<file path="src/rtl/lc3_ext_pkg.sv">
// Shared constants for the LC-3 immediate extractor: mode encodings, field widths, output width limits.
package lc3_ext_pkg;

    localparam int IR_W   = 16;
    localparam int MODE_W = 3;

    localparam logic [MODE_W-1:0] EXT_SEXT5  = 3'd0;
    localparam logic [MODE_W-1:0] EXT_SEXT6  = 3'd1;
    localparam logic [MODE_W-1:0] EXT_SEXT9  = 3'd2;
    localparam logic [MODE_W-1:0] EXT_SEXT11 = 3'd3;
    localparam logic [MODE_W-1:0] EXT_ZEXT8  = 3'd4;
    localparam logic [MODE_W-1:0] EXT_ZEXT16 = 3'd5;

    localparam int FW_IMM5   = 5;
    localparam int FW_OFF6   = 6;
    localparam int FW_PCOFF9 = 9;
    localparam int FW_PCOFF11 = 11;
    localparam int FW_TRAP8  = 8;
    localparam int FW_WORD16 = 16;

    localparam int OUT_W_MIN = 16;
    localparam int OUT_W_MAX = 32;

    function automatic bit out_w_legal(input int w);
        return (w >= OUT_W_MIN) && (w <= OUT_W_MAX);
    endfunction

endpackage

</file>
<file path="src/rtl/imm_extend_pipe_if.sv">
// Producer/consumer handshake bundle around the immediate extender buffer.
interface imm_extend_pipe_if
    import lc3_ext_pkg::*;
#(
    parameter int OUT_W = 16,
    parameter int TAG_W = 4
);
    logic              in_valid;
    logic              in_ready;
    logic [IR_W-1:0]   in_ir;
    logic [MODE_W-1:0] in_mode;
    logic [TAG_W-1:0]  in_tag;
    logic              out_valid;
    logic              out_ready;
    logic [OUT_W-1:0]  out_data;
    logic              out_err;
    logic [TAG_W-1:0]  out_tag;

    modport slave (
        input  in_valid, in_ir, in_mode, in_tag, out_ready,
        output in_ready, out_valid, out_data, out_err, out_tag
    );

    modport master (
        output in_valid, in_ir, in_mode, in_tag, out_ready,
        input  in_ready, out_valid, out_data, out_err, out_tag
    );
endinterface

</file>
<file path="src/rtl/imm_extend_field.sv">
// Combinational field extraction and sign/zero extension of an LC-3 instruction word.
module imm_extend_field
    import lc3_ext_pkg::*;
#(
    parameter int OUT_W = 16
) (
    input  logic [IR_W-1:0]   ir_i,
    input  logic [MODE_W-1:0] mode_i,
    output logic [OUT_W-1:0]  data_o,
    output logic              err_o
);

    // Size casts of signed slices replicate the field MSB; unsigned casts zero-fill.
    always_comb begin
        data_o = '0;
        err_o  = 1'b0;
        case (mode_i)
            EXT_SEXT5:  data_o = OUT_W'($signed(ir_i[FW_IMM5-1:0]));
            EXT_SEXT6:  data_o = OUT_W'($signed(ir_i[FW_OFF6-1:0]));
            EXT_SEXT9:  data_o = OUT_W'($signed(ir_i[FW_PCOFF9-1:0]));
            EXT_SEXT11: data_o = OUT_W'($signed(ir_i[FW_PCOFF11-1:0]));
            EXT_ZEXT8:  data_o = OUT_W'(ir_i[FW_TRAP8-1:0]);
            EXT_ZEXT16: data_o = OUT_W'(ir_i[FW_WORD16-1:0]);
            default:    err_o  = 1'b1;
        endcase
    end

endmodule

</file>
<file path="src/rtl/imm_extend_pipe.sv">
// Registered immediate extender: extends on the input side, then buffers {data, err, tag} in a 2-entry FIFO.
module imm_extend_pipe
    import lc3_ext_pkg::*;
#(
    parameter int OUT_W = 16,
    parameter int TAG_W = 4
) (
    input  logic             clk,
    input  logic             rst,
    imm_extend_pipe_if.slave bus
);

    if (!out_w_legal(OUT_W)) begin : g_out_w_check
        $error("imm_extend_pipe: OUT_W must lie in 16..32");
    end

    logic [OUT_W-1:0] ext_data;
    logic             ext_err;

    imm_extend_field #(.OUT_W(OUT_W)) u_field (
        .ir_i   (bus.in_ir),
        .mode_i (bus.in_mode),
        .data_o (ext_data),
        .err_o  (ext_err)
    );

    logic [OUT_W-1:0] data_q [2];
    logic [1:0]       err_q;
    logic [TAG_W-1:0] tag_q  [2];

    logic       wr_ptr_q, wr_ptr_d;
    logic       rd_ptr_q, rd_ptr_d;
    logic [1:0] count_q, count_d;
    logic       in_ready, out_valid, push, pop;

    // Ready depends on count alone, so there is no combinational out_ready -> in_ready path.
    assign in_ready  = (count_q != 2'd2);
    assign out_valid = (count_q != 2'd0);
    assign push      = bus.in_valid & in_ready & ~rst;
    assign pop       = out_valid & bus.out_ready & ~rst;

    always_comb begin
        count_d  = count_q;
        wr_ptr_d = wr_ptr_q;
        rd_ptr_d = rd_ptr_q;
        if (push) wr_ptr_d = ~wr_ptr_q;
        if (pop)  rd_ptr_d = ~rd_ptr_q;
        case ({push, pop})
            2'b10:   count_d = count_q + 2'd1;
            2'b01:   count_d = count_q - 2'd1;
            default: count_d = count_q;
        endcase
    end

    always_ff @(posedge clk) begin
        if (rst) begin
            count_q  <= 2'd0;
            wr_ptr_q <= 1'b0;
            rd_ptr_q <= 1'b0;
        end else begin
            count_q  <= count_d;
            wr_ptr_q <= wr_ptr_d;
            rd_ptr_q <= rd_ptr_d;
        end
    end

    always_ff @(posedge clk) begin
        if (push) begin
            data_q[wr_ptr_q] <= ext_data;
            err_q[wr_ptr_q]  <= ext_err;
            tag_q[wr_ptr_q]  <= bus.in_tag;
        end
    end

    // Empty buffer reads as zero so stale entries never leak onto the outputs.
    assign bus.in_ready  = in_ready;
    assign bus.out_valid = out_valid;
    assign bus.out_data  = out_valid ? data_q[rd_ptr_q] : '0;
    assign bus.out_err   = out_valid ? err_q[rd_ptr_q]  : 1'b0;
    assign bus.out_tag   = out_valid ? tag_q[rd_ptr_q]  : '0;

endmodule

</file>
<file path="src/flat_wrapper.sv">
// flat-port wrapper written by rule: the top's interface ports become plain ports
module imm_extend_pipe_flat import lc3_ext_pkg::*;
#(
    parameter int OUT_W = 16,
    parameter int TAG_W = 4
)
  (clk, rst, bus_in_valid, bus_in_ir, bus_in_mode, bus_in_tag, bus_out_ready, bus_in_ready, bus_out_valid, bus_out_data, bus_out_err, bus_out_tag);
  imm_extend_pipe_if #(.OUT_W(OUT_W), .TAG_W(TAG_W)) bus_i ();
  input  logic clk;
  input  logic rst;
  input wire logic [$bits(bus_i.in_valid)-1:0] bus_in_valid;
  input wire logic [$bits(bus_i.in_ir)-1:0] bus_in_ir;
  input wire logic [$bits(bus_i.in_mode)-1:0] bus_in_mode;
  input wire logic [$bits(bus_i.in_tag)-1:0] bus_in_tag;
  input wire logic [$bits(bus_i.out_ready)-1:0] bus_out_ready;
  output wire logic [$bits(bus_i.in_ready)-1:0] bus_in_ready;
  output wire logic [$bits(bus_i.out_valid)-1:0] bus_out_valid;
  output wire logic [$bits(bus_i.out_data)-1:0] bus_out_data;
  output wire logic [$bits(bus_i.out_err)-1:0] bus_out_err;
  output wire logic [$bits(bus_i.out_tag)-1:0] bus_out_tag;
  assign bus_i.in_valid = bus_in_valid;
  assign bus_i.in_ir = bus_in_ir;
  assign bus_i.in_mode = bus_in_mode;
  assign bus_i.in_tag = bus_in_tag;
  assign bus_i.out_ready = bus_out_ready;
  assign bus_in_ready = bus_i.in_ready;
  assign bus_out_valid = bus_i.out_valid;
  assign bus_out_data = bus_i.out_data;
  assign bus_out_err = bus_i.out_err;
  assign bus_out_tag = bus_i.out_tag;
  imm_extend_pipe #(.OUT_W(OUT_W), .TAG_W(TAG_W)) u_core (.clk(clk), .rst(rst), .bus(bus_i));
endmodule
</file>
<file path="config.mk">
export PLATFORM = sky130hd
export DESIGN_NAME = imm_extend_pipe_flat
export DESIGN_NICKNAME = d
export VERILOG_FILES = /design/src/rtl/lc3_ext_pkg.sv /design/src/rtl/imm_extend_pipe_if.sv /design/src/rtl/imm_extend_field.sv /design/src/rtl/imm_extend_pipe.sv /design/src/flat_wrapper.sv
export SDC_FILE = /design/constraint.sdc
export NUM_CORES = 1
export LEC_CHECK = 0
export ABC_AREA = 1
export CORE_MARGIN = 2
export CORE_UTILIZATION = 49
export DETAILED_ROUTE_END_ITERATION = 10
export PLACE_DENSITY = 0.82
export SLEW_MARGIN = 10
export SYNTH_ARGS = -nofsm -noshare
export SYNTH_HDL_FRONTEND = slang
export SYNTH_SLANG_ARGS = --single-unit
export TNS_END_PERCENT = 50
</file>
<file path="constraint.sdc">
create_clock -name clk -period 2.9 [get_ports clk]
set_clock_uncertainty 0.2 [all_clocks]
set_input_delay 0.29 -clock clk [delete_from_list [all_inputs] [get_ports clk]]
set_output_delay 0.29 -clock clk [all_outputs]
set_load 0.03 [all_outputs]
</file>
Yosys cells after proc, flatten, opt, wreduce, memory -nomap -nowiden --
Memory sizes are Yosys's and may differ from the RTL's. A register that Yosys moved wholly into a read port is not among the register bits. Index checks and enable logic that the tools add are counted. W data, S select, Z words.
Storage, ports and cells: flip-flop bits (word level) 6, memory bits (writable) 40, input bits 27, output and inout bits 23, word-level logic and storage cells 48, memories kept 2
Operators by class: add/subtract/negate cells 2, $lt $le $gt $ge 3, equal/unequal tests 8, mux-type cells 17, bitwise logic cells 7, reductions and logical operators 5
Memory list:
- u_core.data_q | depth 2, bits a word 16, rd ports 1, clocked after Yosys merged registers in 1, wr ports 1, RTL line imm_extend_pipe.sv:27 | logic [OUT_W-1:0] data_q [2];
- u_core.tag_q | depth 2, bits a word 4, rd ports 1, clocked after Yosys merged registers in 1, wr ports 1, RTL line imm_extend_pipe.sv:29 | logic [TAG_W-1:0] tag_q [2];
Operators with widths (number):
- $pmux W16 S6 | 1
- $mux W16 | 1
- $mux W1 | 11
- $eq A3 B2 Y1 const B | 2
- $eq A3 B3 Y1 const B | 2
- $reduce_or A6 Y1 | 1
- $and A1 B1 Y1 | 4
- $lt A1 B2 Y1 const B | 2
- $mux W4 | 1
- $pmux W2 S2 | 1
- $reduce_bool A2 Y1 | 2
- $eq A3 B1 Y1 const B | 1
- $logic_not A3 Y1 | 1
- $not A1 Y1 | 3
- $add A2 B1 Y2 const B | 1
- $bwmux W2 | 1
- $eq A2 B1 Y1 const B | 1
- $eq A2 B2 Y1 const B | 1
- $ne A2 B2 Y1 const B | 1
- $sub A2 B1 Y2 const B | 1
- $demux W1 S1 | 1
- $ge A1 B1 Y1 const B | 1
- $logic_and A1 B1 Y1 | 1

Logic depth before layout (Yosys ltp) --
Gate-level depths: netlist of run 1.
word-level depth 5, gate-level depth with buffers 10, mapped depth without buffers 10

By module --
Synthesis of run 1 repeated with hierarchy kept, for this count alone.
Unflattened totals: cell total of the unflattened synthesis 221, area total of the unflattened synthesis 2120.8 µm²
Modules (own cells, without submodules):
- imm_extend_pipe | times used 1, cells an instance 152, area each 1831.8 µm², seq. area each 1361.3 µm²
- imm_extend_field | times used 1, cells an instance 69, area each 289.0 µm², seq. area each 0.0 µm²

Least setup slack after synthesis of run 1 --
Ideal clock, no wire load.
path type register -> register, from reg u_core.count_q[0], to mem u_core.data_q[0][0] (enable), library setup time 399 ps, data arrival time 1723 ps, data required time 2301 ps, setup slack 578 ps, stages on the path, launching flop included 5, path buffers 0, clock period less this slack 2322 ps, path through dfxtp_1 -> inv_1 -> nand2_1 -> nand2_1 -> nor2_1
On the way: cells in the longest elaborated chain, start to end 5
Ends and longest elaborated chain:
- from (decl) | RTL line imm_extend_pipe.sv:33 | logic [1:0] count_q, count_d;
- from (signal assigned) | RTL line imm_extend_pipe.sv:61 | count_q <= count_d;
- $ne A2 B2 Y1 | RTL line imm_extend_pipe.sv:37 | assign in_ready = (count_q != 2'd2);
- net bus_in_ready | RTL line flat_wrapper.sv:16 | output wire logic [$bits(bus_i.in_ready)-1:0] bus_in_ready;
- $and A1 B1 Y1 (2 in a row) | RTL line imm_extend_pipe.sv:39 | assign push = bus.in_valid & in_ready & ~rst;
- $mux W1 | RTL line imm_extend_pipe.sv:68 | if (push) begin
- $mux W1 (implied by the code) | RTL line imm_extend_pipe.sv:69 | data_q[wr_ptr_q] <= ext_data;
- to (decl) | RTL line imm_extend_pipe.sv:27
The timed path passes the listed nets, and every way through them passes these cells.

==> results.json, run 1 <==
{
  "reg2reg_to": "u_core.count_q[1]$_SDFFE_PP0P_",
  "syn_nets": 254,
  "core_area_um2": 4320,
  "fmax_mhz": 384,
  "drc": 0,
  "initial_utilization": 0.504,
  "status": "finished clean",
  "synth_cells": 226,
  "synth_top_flop_cell": "edfxtp_1",
  "syn_to_final_growth_pct": 28.7,
  "tightest_slew_ns": 0.621,
  "final.min_clock_period_ns": 2.61,
  "routed_wl_mm": 4.34,
  "hold_buffers": 0,
  "rows": 24,
  "grt_overflow": 0,
  "crit_arrival_ns": 2.12,
  "timing.rr.start": "u_core.count_q[1]$_SDFFE_PP0P_",
  "vias_per_cell": 4.91,
  "holdPathEnd": "u_core.wr_ptr_q$_SDFFE_PP0N_",
  "ys_ff_latch": 47,
  "fin_area_um2": 2800,
  "grtUsageTotal": 0.184,
  "antenna_found_initial": 0,
  "grt_pass1_vias": 1579,
  "drive_gt1_frac": 0.126,
  "hp-start": "u_core.wr_ptr_q$_SDFFE_PP0N_",
  "grt_max_degree": 22,
  "vias": 1621,
  "port_buffers": 49,
  "synth_edf_count": 42,
  "worst_skew_pair.late_latency_ns": 0.30,
  "holdWs_ns": 0.335,
  "async_flop_share": 0,
  "dr.pass1.iters": 4,
  "cts_setup_buffers": 0,
  "hold_depth": 2,
  "setup_tns_ns": 0,
  "setup_viol": 0,
  "tritoncts": "done",
  "endpoint_kind": "output pin",
  "fin_util": 0.648,
  "start_kind": "register",
  "slew_violations": 0,
  "ant_nets": 0,
  "io_pins": 50,
  "synth_cell_type_count": 21,
  "rr_worst_depth": 10,
  "yosysSeqAreaShare": 0.625,
  "clockRootBuffer": "clkbuf_8",
  "ff2ff_setup_slack_ns": 0.85,
  "cap_violations": 0,
  "postSynthAreaPerCell_um2": 9.64,
  "die_h_um": 70.7,
  "rsz0062_at_grt": "false",
  "yosysWarningCount": 0,
  "slew_headroom": 0.585,
  "synth_area_um2": 2180,
  "power-per-cell-area_nw_per_um2": 539,
  "cts_buffers": 5,
  "diodes": 0,
  "place_congestion": 0.807,
  "clk_pin_slew_ns": 0.08,
  "die_area_um2": 4990,
  "place_ws_ns": 0.303,
  "ctsHtreeMaxLevel": 2,
  "setup_ws_ns": 0.292,
  "grt_pass1_wl_mm": 7.02,
  "die_w_um": 70.7,
  "avgRoutedWirePerCell_um": 13.1,
  "crit_required_ns": 2.41,
  "final_common_cell": "nand2_1",
  "crit_fanout": 11,
  "drt_iter0_markers": 105,
  "post-dp-hpwl_mm": 3.06,
  "hp-class": "register to register",
  "peakVddDrop_uv": 261,
  "cellLeakagePower_uw": 0.00115,
  "cts_sinks": 47,
  "hold_violations": 0,
  "ctsLongestPathBuffers": 2,
  "finalCritPeriodShare": 0.899,
  "place_area_um2": 2710,
  "final_cell_mix": "nand2_1 (65), clkdlybuf4s50_1 (49), edfxtp_1 (42)",
  "critPathKind": "register to output pin",
  "fin_nets": 305
}
repair_timing:
action / in CTS / in global routing
gates resized for setup: 1 / 0
endpoints found under the setup margin: 5 / 0
hold endpoints to repair: 0 / 0
stage by stage:
stage          total power [uW]  instances
2_1_floorplan              1000        226
3_3_place_gp               1130        322
3_5_place_dp               1140        322
4_1_cts                    1520        330
5_1_grt                    1570        330
6_report                   1510        330
state kept, by name, indices dropped and copies added, names as in the netlist, named ones only:
signal,count
u_core.rd_ptr_q,1
u_core.tag_q,8
u_core.err_q,2
u_core.count_q,2
u_core.wr_ptr_q,1
u_core.data_q,32
cell usage after synthesis, types with 3 or more instances:
cell / instances / share of area
nor2_1: 27 / 0.047
inv_1: 20 / 0.034
edfxtp_1: 42 / 0.58
nand2_1: 65 / 0.11
nand2_2: 10 / 0.029
clkbuf_1: 3 / 0.0052
nand3_1: 6 / 0.014
dfxtp_1: 5 / 0.046
a21oi_1: 24 / 0.055
inv_2: 7 / 0.012
nand4_1: 4 / 0.011
how the worst max path moves through the flow:
stage | start | to | slack [ns]
2_1_floorplan | u_core.count_q[0]$_SDFFE_PP0P_ | u_core.data_q[0][0]$_DFFE_PP_ | 0.58
3_3_place_gp | u_core.count_q[1]$_SDFFE_PP0P_ | bus_out_data[9] | 0.36
3_5_place_dp | u_core.count_q[1]$_SDFFE_PP0P_ | bus_out_data[10] | 0.30
4_1_cts | register | bus_out_data[8] | 0.28
5_1_grt | register | bus_out_data[14] | 0.15
6_report | register | bus_out_data[8] | 0.29
power breakdown:
part | total, uW | internal [uW] | leakage [uW] | switching, uW
sequential | 792 | 776 | 0.000432 | 15.9
clock | 384 | 168 | 0.0000402 | 216
combinational | 334 | 131 | 0.000678 | 202
total | 1510 | 1080 | 0.00115 | 434
worst max-delay path, cell delays in order (launching register included):
cell and delay, ns:
dfxtp_1 0.59, buf_4 0.27, nand2_1 0.06, a21oi_1 0.19, clkdlybuf4s50_1 0.70
layer usage:
| layer | wire (um) | share of wire | track usage |
|---|---|---|---|
| met4 | 61 | 0.014 | 0.0860 |
| met1 | 1820 | 0.42 | 0.212 |
| met2 | 2300 | 0.53 | 0.326 |
| met3 | 155 | 0.036 | 0.0399 |
| met5 | 0 | 0 | 0 |
cells by family (layout without fill, tap and decap cells):
logic type | Yosys count | after routing | synth area share
DFF | 47 | 47 | 0.625
adders and majority gates | 1 | 1 | 0.00574
buffers and inverters | 36 | 88 | 0.0718
and+or+nand+nor | 115 | 115 | 0.228
AOI/OAI and AO/OA | 27 | 27 | 0.0695
layout make-up:
cell class | count | area [um^2]
Inverter | 27 | 101
Clock inverter | 3 | 20.0
Tap cell | 52 | 65.1
Sequential cell | 47 | 1360
Fill cell | 354 | 1520
Timing Repair Buffer | 53 | 520
Clock buffer | 5 | 68.8
Multi-Input combinational cell | 143 | 666
Note: power is estimated with default switching activity, not from simulation.
==> run 2, diff against run 1 <==
--- a/config.mk
+++ b/config.mk
@@ -6,10 +6,11 @@
 export NUM_CORES = 1
 export LEC_CHECK = 0
 export ABC_AREA = 1
+export CORE_ASPECT_RATIO = 1.25
 export CORE_MARGIN = 2
 export CORE_UTILIZATION = 49
 export DETAILED_ROUTE_END_ITERATION = 10
-export PLACE_DENSITY = 0.82
+export PLACE_DENSITY = 0.78
 export SLEW_MARGIN = 10
 export SYNTH_ARGS = -nofsm -noshare
 export SYNTH_HDL_FRONTEND = slang
==> run 2 against run 1 <==
  * Hold slack worse by 0.0042 ns
  * Fmax is 2.5% higher
  * Global-route usage is 0.10 points lower
  * Combinational power hardly changed
  * Sequential share of layout area hardly changed
  * Flip-flop and latch count stayed put
  * Register-to-register slack better by 0.10 ns
  * Core utilization is 0.058 points lower
  * Via count is 2.5% higher
  * Clock-buffer cell count is 2 higher
  * Wire length is 2.2% lower
  * First-iteration DRC count is 21% lower
  * Largest cell class unchanged
==> results.json, run 2 (same netlist as run 1, synthesis figures left out) <==
{
  "status": "finished clean",
  "holdWs_ns": 0.331,
  "timing.rr.start": "u_core.count_q[1]$_SDFFE_PP0P_",
  "tightest_slew_ns": 0.531,
  "die_area_um2": 5000,
  "setup_viol": 0,
  "cts_setup_buffers": 0,
  "slew_violations": 0,
  "ctsHtreeMaxLevel": 2,
  "cap_violations": 0,
  "comb_power_share": 0.223,
  "crit_required_ns": 2.41,
  "vias": 1661,
  "cts_sinks": 47,
  "post-dp-hpwl_mm": 3.04,
  "avgRoutedWirePerCell_um": 12.6,
  "start_kind": "register",
  "crit_fanout": 15,
  "p_int_uw": 1080,
  "tritoncts": "done",
  "fmax_mhz": 393,
  "hold_buffers": 0,
  "final.min_clock_period_ns": 2.54,
  "port_buffers": 49,
  "antenna_found_initial": 0,
  "fin_util": 0.648,
  "hp-class": "register to register",
  "cts_buffers": 5,
  "grtUsageTotal": 0.183,
  "final_common_cell": "nand2_1",
  "switchingPower_uw": 413,
  "drt_iter0_markers": 83,
  "reg.largest.list": "u_core.data_q (32), u_core.tag_q (8)",
  "io_pins": 50,
  "fin_nets": 305,
  "critPathKind": "register to output pin",
  "grt_overflow": 0,
  "cts_resized": 0,
  "final_cell_mix": "nand2_1 (65), clkdlybuf4s50_1 (49), edfxtp_1 (42)",
  "slew_headroom": 0.645,
  "clk_pin_slew_ns": 0.08,
  "swShare": 0.277,
  "drc": 0,
  "top_register": "u_core.data_q",
  "largest_reg_flops": 32,
  "ant_nets": 0,
  "crit_arrival_ns": 2.05,
  "ctsLongestPathBuffers": 2,
  "hold_violations": 0,
  "syn_to_final_growth_pct": 28.5,
  "peakVddDrop_uv": 333,
  "dr.pass1.iters": 4,
  "initial_utilization": 0.504,
  "vias_per_cell": 4.94,
  "setup_tns_ns": 0,
  "clkPwrFrac": 0.246,
  "die_w_um": 63.6,
  "power-per-cell-area_nw_per_um2": 532,
  "drive_gt1_frac": 0.115,
  "clockRootBuffer": "clkbuf_8",
  "cellLeakagePower_uw": 0.00115,
  "die_h_um": 78.5,
  "finalCritPeriodShare": 0.877,
  "place_congestion": 0.760,
  "endpoint_kind": "output pin",
  "routed_wl_mm": 4.24,
  "rr_worst_depth": 10,
  "diodes": 0,
  "grt_max_degree": 22,
  "ff2ff_setup_slack_ns": 0.95,
  "crit_end": "bus_out_data[10]",
  "reg2reg_to": "u_core.count_q[1]$_SDFFE_PP0P_",
  "fill_cells": 406,
  "crit_start": "u_core.count_q[1]$_SDFFE_PP0P_",
  "grt_pass1_wl_mm": 7.07,
  "rows": 27,
  "worst_skew_pair.late_latency_ns": 0.29,
  "grt_pass1_vias": 1622,
  "hold_depth": 2,
  "p_seq_frac": 0.531,
  "rsz0062_at_grt": "false",
  "core_area_um2": 4320
}
-- run 2: cell types whose count changed in the layout (fill, tap and decap cells not counted) --
| cell | delta |
|---|---|
| clkbuf_1 | +2 |
| nor2_2 | -1 |
| nor2_1 | +1 |
| clkinvlp_4 | -2 |
-- run 2: power by group through the flow --
stage | clock network [uW] | logic (uW) | registers (uW)
final | 367 | 332 | 791
after CTS | 377 | 336 | 791
after detailed placement | 0 | 335 | 806
after global placement | 0 | 327 | 805
after floorplan | 0 | 202 | 801
after global routing | 400 | 363 | 794
-- run 2: stage by stage --
step                      cell area, um^2  setup slack, ns  std cells  power, uW
after floorplan                      2180            0.578        226       1000
after global placement               2720            0.696        328       1130
after detailed placement             2720            0.670        328       1140
after CTS                            2800            0.339        336       1500
after global routing                 2800            0.170        336       1560
final                                2800            0.355        336       1490
-- run 2: how the worst min path moves through the flow --
stage	start	to	slack [ns]
6_report	u_core.count_q[1]$_SDFFE_PP0P_	u_core.count_q[1]$_SDFFE_PP0P_	0.33
3_5_place_dp	u_core.count_q[1]$_SDFFE_PP0P_	u_core.count_q[1]$_SDFFE_PP0P_	0.32
2_1_floorplan	bus_in_tag[0]	u_core.tag_q[0][0]$_DFFE_PP_	0.19
3_3_place_gp	u_core.wr_ptr_q$_SDFFE_PP0N_	u_core.wr_ptr_q$_SDFFE_PP0N_	0.31
5_1_grt	u_core.count_q[1]$_SDFFE_PP0P_	u_core.count_q[1]$_SDFFE_PP0P_	0.38
4_1_cts	u_core.count_q[1]$_SDFFE_PP0P_	u_core.count_q[1]$_SDFFE_PP0P_	0.33
-- run 2: critical path, stage by stage, from the launching register on --
cell	delay, ns
dfxtp_1	0.35
nor2_1	0.44
buf_4	0.31
a21oi_1	0.08
clkdlybuf4s50_1	0.59
-- run 2: final cells by class --
class | instances | area [um^2] | share of cell area
flip-flops and latches | 47 | 1360 | 0.486
multi-input cells | 143 | 663 | 0.237
repair buffers | 53 | 520 | 0.186
inverters | 27 | 101 | 0.0362
clock buffers | 7 | 76.3 | 0.0273
well taps | 58 | 72.6 | 0.0259
clock inverters | 1 | 5.00 | 0.00179
-- run 2: layer usage --
layer	part of all wire	vias up	track usage
li1	-	838	-
met1	0.37	773	0.197
met2	0.57	46	0.355
met3	0.042	4	0.0315
met4	0.013	0	0.0587
met5	0	-	0
==> run 3, diff against run 2 <==
--- a/config.mk
+++ b/config.mk
@@ -5,10 +5,9 @@
 export SDC_FILE = /design/constraint.sdc
 export NUM_CORES = 1
 export LEC_CHECK = 0
-export ABC_AREA = 1
 export CORE_ASPECT_RATIO = 1.25
 export CORE_MARGIN = 2
-export CORE_UTILIZATION = 49
+export CORE_UTILIZATION = 48
 export DETAILED_ROUTE_END_ITERATION = 10
 export PLACE_DENSITY = 0.78
 export SLEW_MARGIN = 10
==> run 3 against run 2 <==
  * Hold slack lost 0.0036 ns
  * Core utilization up 1.2 points
  * Register-to-register slack better by 0.06 ns
  * Setup slack better by 0.064 ns
  * First-iteration DRC count fell by 67%
  * Via count is 21% lower
==> results.json, run 3 <==
{
  "grt-busiest-layer": "met2",
  "crit_fanout": 14,
  "cts_resized": 0,
  "rows": 26,
  "io_pins": 50,
  "grt_pass1_vias": 1396,
  "async_flop_share": 0,
  "synth_area_um2": 2010,
  "synth_cells": 150,
  "clockRootBuffer": "clkbuf_8",
  "finalCritPeriodShare": 0.855,
  "yosysSeqAreaShare": 0.676,
  "syn_to_final_growth_pct": 33.0,
  "drt_iter0_markers": 27,
  "hp-class": "register to register",
  "core_area_um2": 4070,
  "final_cell_mix": "clkdlybuf4s50_1 (49), edfxtp_1 (42), nor2_1 (26)",
  "die_area_um2": 4730,
  "vias": 1318,
  "final_common_cell": "clkdlybuf4s50_1",
  "synth_edf_count": 42,
  "met1_usage": 0.189,
  "use_met3": 0.0458,
  "fill_cells": 342,
  "synth_top_cell_by_area": "edfxtp_1",
  "routed_wl_mm": 3.81,
  "synthTopCellsByArea": "edfxtp_1 (63%), mux2i_1 (11%), nor2_1 (5.0%)",
  "avgRoutedWirePerCell_um": 14.5,
  "drive_gt1_frac": 0.0680,
  "setup_viol": 0,
  "ys_ff_latch": 47,
  "ctsHtreeMaxLevel": 2,
  "grtUsageTotal": 0.179,
  "tritoncts": "done",
  "synth_top_cell_area_share": 0.626,
  "ant_nets": 0,
  "rsz0062_at_grt": "false",
  "vias_per_cell": 5.03,
  "clk_pin_slew_ns": 0.08,
  "postSynthAreaPerCell_um2": 13.4,
  "holdWs_ns": 0.327,
  "diodes": 0,
  "antenna_found_initial": 0,
  "initial_utilization": 0.495,
  "final.min_clock_period_ns": 2.48,
  "fmax_mhz": 403,
  "die_w_um": 61.9,
  "synth_common_cells": "edfxtp_1 (42), nor2_1 (27), mux2i_1 (22)",
  "finalPower_uw": 1570,
  "grt_pass1_wl_mm": 6.14,
  "grt_overflow": 0,
  "port_buffers": 49,
  "largest_reg_flops": 32,
  "post-dp-hpwl_mm": 2.80,
  "fin_nets": 233,
  "reg.largest.list": "u_core.data_q (32), u_core.tag_q (8)",
  "setup_tns_ns": 0,
  "top_register": "u_core.data_q",
  "drc": 0,
  "syn_nets": 178,
  "cts_sinks": 47,
  "hold_buffers": 0,
  "place_congestion": 0.724,
  "die_h_um": 76.4,
  "cellLeakagePower_uw": 0.000971,
  "hold_violations": 0,
  "slew_violations": 0,
  "grt_max_degree": 23,
  "start_kind": "register",
  "synth_cell_type_count": 23,
  "yosysMostFrequentCell": "edfxtp_1",
  "use_met2": 0.324,
  "cts_setup_buffers": 0,
  "critPathKind": "register to output pin",
  "crit_required_ns": 2.41,
  "endpoint_kind": "output pin",
  "synth_top_flop_cell": "edfxtp_1",
  "cap_violations": 0,
  "status": "finished clean",
  "crit_arrival_ns": 1.99,
  "worst_skew_pair.late_latency_ns": 0.29,
  "ctsLongestPathBuffers": 2,
  "slew_headroom": 0.705,
  "peakVddDrop_uv": 394,
  "tightest_slew_ns": 0.442,
  "power-per-cell-area_nw_per_um2": 584,
  "dr.pass1.iters": 4,
  "yosysWarningCount": 0,
  "cts_buffers": 5
}
## run 3: cell count changes in the layout (fill, tap and decap cells not counted), moves of 5 or more
cell / change
nand2_1: -56
mux2i_1: +22
a21oi_1: -22
a21o_1: +6
and2_1: +5
inv_2: -7
inv_1: -15
nand3_1: -6
nand2_2: -10
## run 3: logic make-up (layout without fill, tap and decap cells)
kind of cell	after synthesis	count (layout)	synth area share
AO/OA/AOI/OAI	14	14	0.0484
multiplexers	24	24	0.120
buffers and inverters	10	66	0.0199
XOR/XNOR	4	4	0.0174
flip-flops	47	47	0.676
AND/OR/NAND/NOR	50	50	0.112
adder cells (fa/ha/maj)	1	1	0.00621
## run 3: area by class of cell
| cell class | instances | area, um^2 | share of cell area |
|---|---|---|---|
| Multi-Input combinational cell | 93 | 616 | 0.230 |
| Timing Repair Buffer | 53 | 533 | 0.199 |
| Inverter | 5 | 18.8 | 0.00700 |
| Sequential cell | 47 | 1360 | 0.508 |
| Clock inverter | 1 | 5.00 | 0.00187 |
| Clock buffer | 7 | 76.3 | 0.0285 |
| Tap cell | 56 | 70.1 | 0.0261 |
## run 3: critical path, cell delays in order, from the launching register on
cell             delay [ns]
dfxtp_1                0.60
buf_12                 0.22
mux2i_1                0.09
nor2_1                 0.10
clkdlybuf4s50_1        0.68
## run 3: stage by stage
stage	std cells	setup WS (ns)	utilization	area, um^2
after floorplan	150	0.590	-	2010
after global placement	254	0.706	0.639	2600
after detailed placement	254	0.560	0.639	2600
after CTS	262	0.402	0.659	2680
after global routing	262	0.300	0.659	2680
final	262	0.420	0.659	2680
## run 3: report_power, final
part / switching [uW] / internal, uW
Clock: 192 / 169
Combinational: 223 / 181
Sequential: 21.6 / 779
## run 3: metal layers
metal | up-vias | wire length, um | part of all wire
met5 | - | 0 | 0
met4 | 0 | 59 | 0.015
met3 | 4 | 156 | 0.041
met2 | 35 | 2180 | 0.57
met1 | 640 | 1410 | 0.37
li1 | 639 | - | -
## run 3: final timing paths
| path | slack (ns) | depth (start not counted) | to | startpoint |
|---|---|---|---|---|
| worst max register to register | 1.01 | 6 | u_core.count_q[1]$_SDFFE_PP0P_ | u_core.count_q[1]$_SDFFE_PP0P_ |
| worst max-delay path | 0.42 | 4 | bus_out_data[6] | register |
| worst min register to register | 0.33 | 2 | u_core.wr_ptr_q$_SDFFE_PP0N_ | u_core.wr_ptr_q$_SDFFE_PP0N_ |
| worst min-delay path | 0.33 | 2 | u_core.wr_ptr_q$_SDFFE_PP0N_ | u_core.wr_ptr_q$_SDFFE_PP0N_ |
==> RTL change (config.mk and constraints of run 1) <==
The package constant `FW_IMM5` goes from 5 to 6.
--- a/src/rtl/lc3_ext_pkg.sv
+++ b/src/rtl/lc3_ext_pkg.sv
@@ -11,7 +11,7 @@
     localparam logic [MODE_W-1:0] EXT_ZEXT8  = 3'd4;
     localparam logic [MODE_W-1:0] EXT_ZEXT16 = 3'd5;
 
-    localparam int FW_IMM5   = 5;
+    localparam int FW_IMM5   = 6;
     localparam int FW_OFF6   = 6;
     localparam int FW_PCOFF9 = 9;
     localparam int FW_PCOFF11 = 11;
Behaviour: not the same (a bounded check fails within 4 cycles, from zero or initial values and one cycle with rst high).
==> RTL change against run 1 <==
Synthesized cell count down 12%. Wire length fell by 11%. Die area decreased by 6.6%. Global-route usage down 0.62 points. Area after synthesis decreased by 7.0%. Total power grew 2.4%. Hold slack improved by 0.0042 ns. Cell area is 4.1% lower. Sequential cell count unchanged. Utilization rose by 2.4 points. Worst setup slack worse by 0.11 ns. Critical path type unchanged. Critical endpoint is now bus_out_err.
==> RTL change: results (changes against run 1) <==
outcome: "finished clean"
grt_use_met1_pct: 20.3  # -0.94 points
drive_gt1_share_pct: 7.51  # -5.1 points
arrival_ns: 2.22  # +0.10 ns
fill_cells: 304  # -14%
p_comb_share_pct: 20.3  # -1.8 points
grt_use_total_pct: 17.8  # -0.62 points
grtUsageMet3_pct: 6.41  # +2.4 points
wl_microns: 3850  # -11%
r2r_cells: 11  # +1
r2r_slack_ns: 0.63  # -0.22 ns
num_vias: 1503  # -7.3%
p_leak_uw: 0.00106  # -7.9%
nNetsFinal: 280  # -8.2%
p_int_uw: 1150  # +7.0%
hold_end: "u_core.count_q[1]$_SDFFE_PP0P_"
ys_top_cells_by_count: "nand2_1, edfxtp_1, a21oi_1"
ir_worst_vdd_uv: 361  # +38%
slowest_delay_ns: 0.59  # -0.11 ns
synth_seq_area_share_pct: 67.2  # +4.7 points
met2_length_microns: 1950  # -15%
max_slew.worst_pin.slew_ns: 0.630  # +0.00897 ns
grt_pass1_vias: 1407  # -11%
gr-usage-met2_pct: 29.5  # -3.1 points
wl_met3_microns: 225  # +45%
finalPower_uw: 1550  # +2.4%
grt_pass1_wl_microns: 5840  # -17%
yosys-top-cells-area: "edfxtp_1, nand2_1, a21oi_1"
seq_cell_power_uw: 784  # -1%
synth_nets: 226  # -11%
critPathMaxFanout: 13  # +2
wl_met1_microns: 1600  # -12%
drtIter0Drc: 74  # -30%
gp_congestion: 0.844  # +4.6%
ctsResizeCount: 0  # -1
[RTL change: cell types whose count changed after synthesis, moves of 4 or more]
cell / before / now
nand2_1: 65 / 60
inv_2: 7 / 3
nand2_2: 10 / 2
buf_2: 2 / 6
nor2_1: 27 / 17
[RTL change: kinds of logic after synthesis]
logic type      count (synthesis)  share of synthesized area (%)
compound gates                 27                           6.67
buf+inv                        26                           5.19
simple gates                   97                           20.3
fa+ha+maj                       1                          0.618
flops                          47                           67.2
[RTL change: worst max-delay path by stage]
stage                                        start                             to  slack, ns  depth (start not counted)
global route        u_core.count_q[1]$_SDFFE_PP0P_                    bus_out_err       0.05                          6
global placement    u_core.count_q[1]$_SDFFE_PP0P_                    bus_out_err       0.51                          6
detailed placement  u_core.count_q[1]$_SDFFE_PP0P_                    bus_out_err       0.46                          6
floorplan           u_core.count_q[0]$_SDFFE_PP0P_  u_core.data_q[0][0]$_DFFE_PP_       0.58                          4
finish              u_core.count_q[1]$_SDFFE_PP0P_                    bus_out_err       0.19                          6
CTS                 u_core.count_q[1]$_SDFFE_PP0P_                    bus_out_err       0.14                          6
[RTL change: final cells by class]
cell class / instances / area, sq um / area share (%)
Sequential cell: 47 / 1360 / 50.6
Tap cell: 50 / 62.6 / 2.33
Multi-Input combinational cell: 125 / 562 / 20.9
Inverter: 20 / 75.1 / 2.79
Timing Repair Buffer: 53 / 520 / 19.4
Clock inverter: 3 / 38.8 / 1.44
Clock buffer: 5 / 68.8 / 2.56
[RTL change: metrics by stage]
stage	std cells	util (%)	hold slack, ns	cell area (sq um)	setup WS [ns]
CTS	303	67.2	0.341	2690	0.138
detailed placement	295	64.5	0.326	2580	0.464
finish	303	67.2	0.339	2690	0.185
global placement	295	64.5	0.302	2580	0.513
global route	303	67.2	0.375	2690	0.0543
floorplan	198	-	0.189	2030	0.578
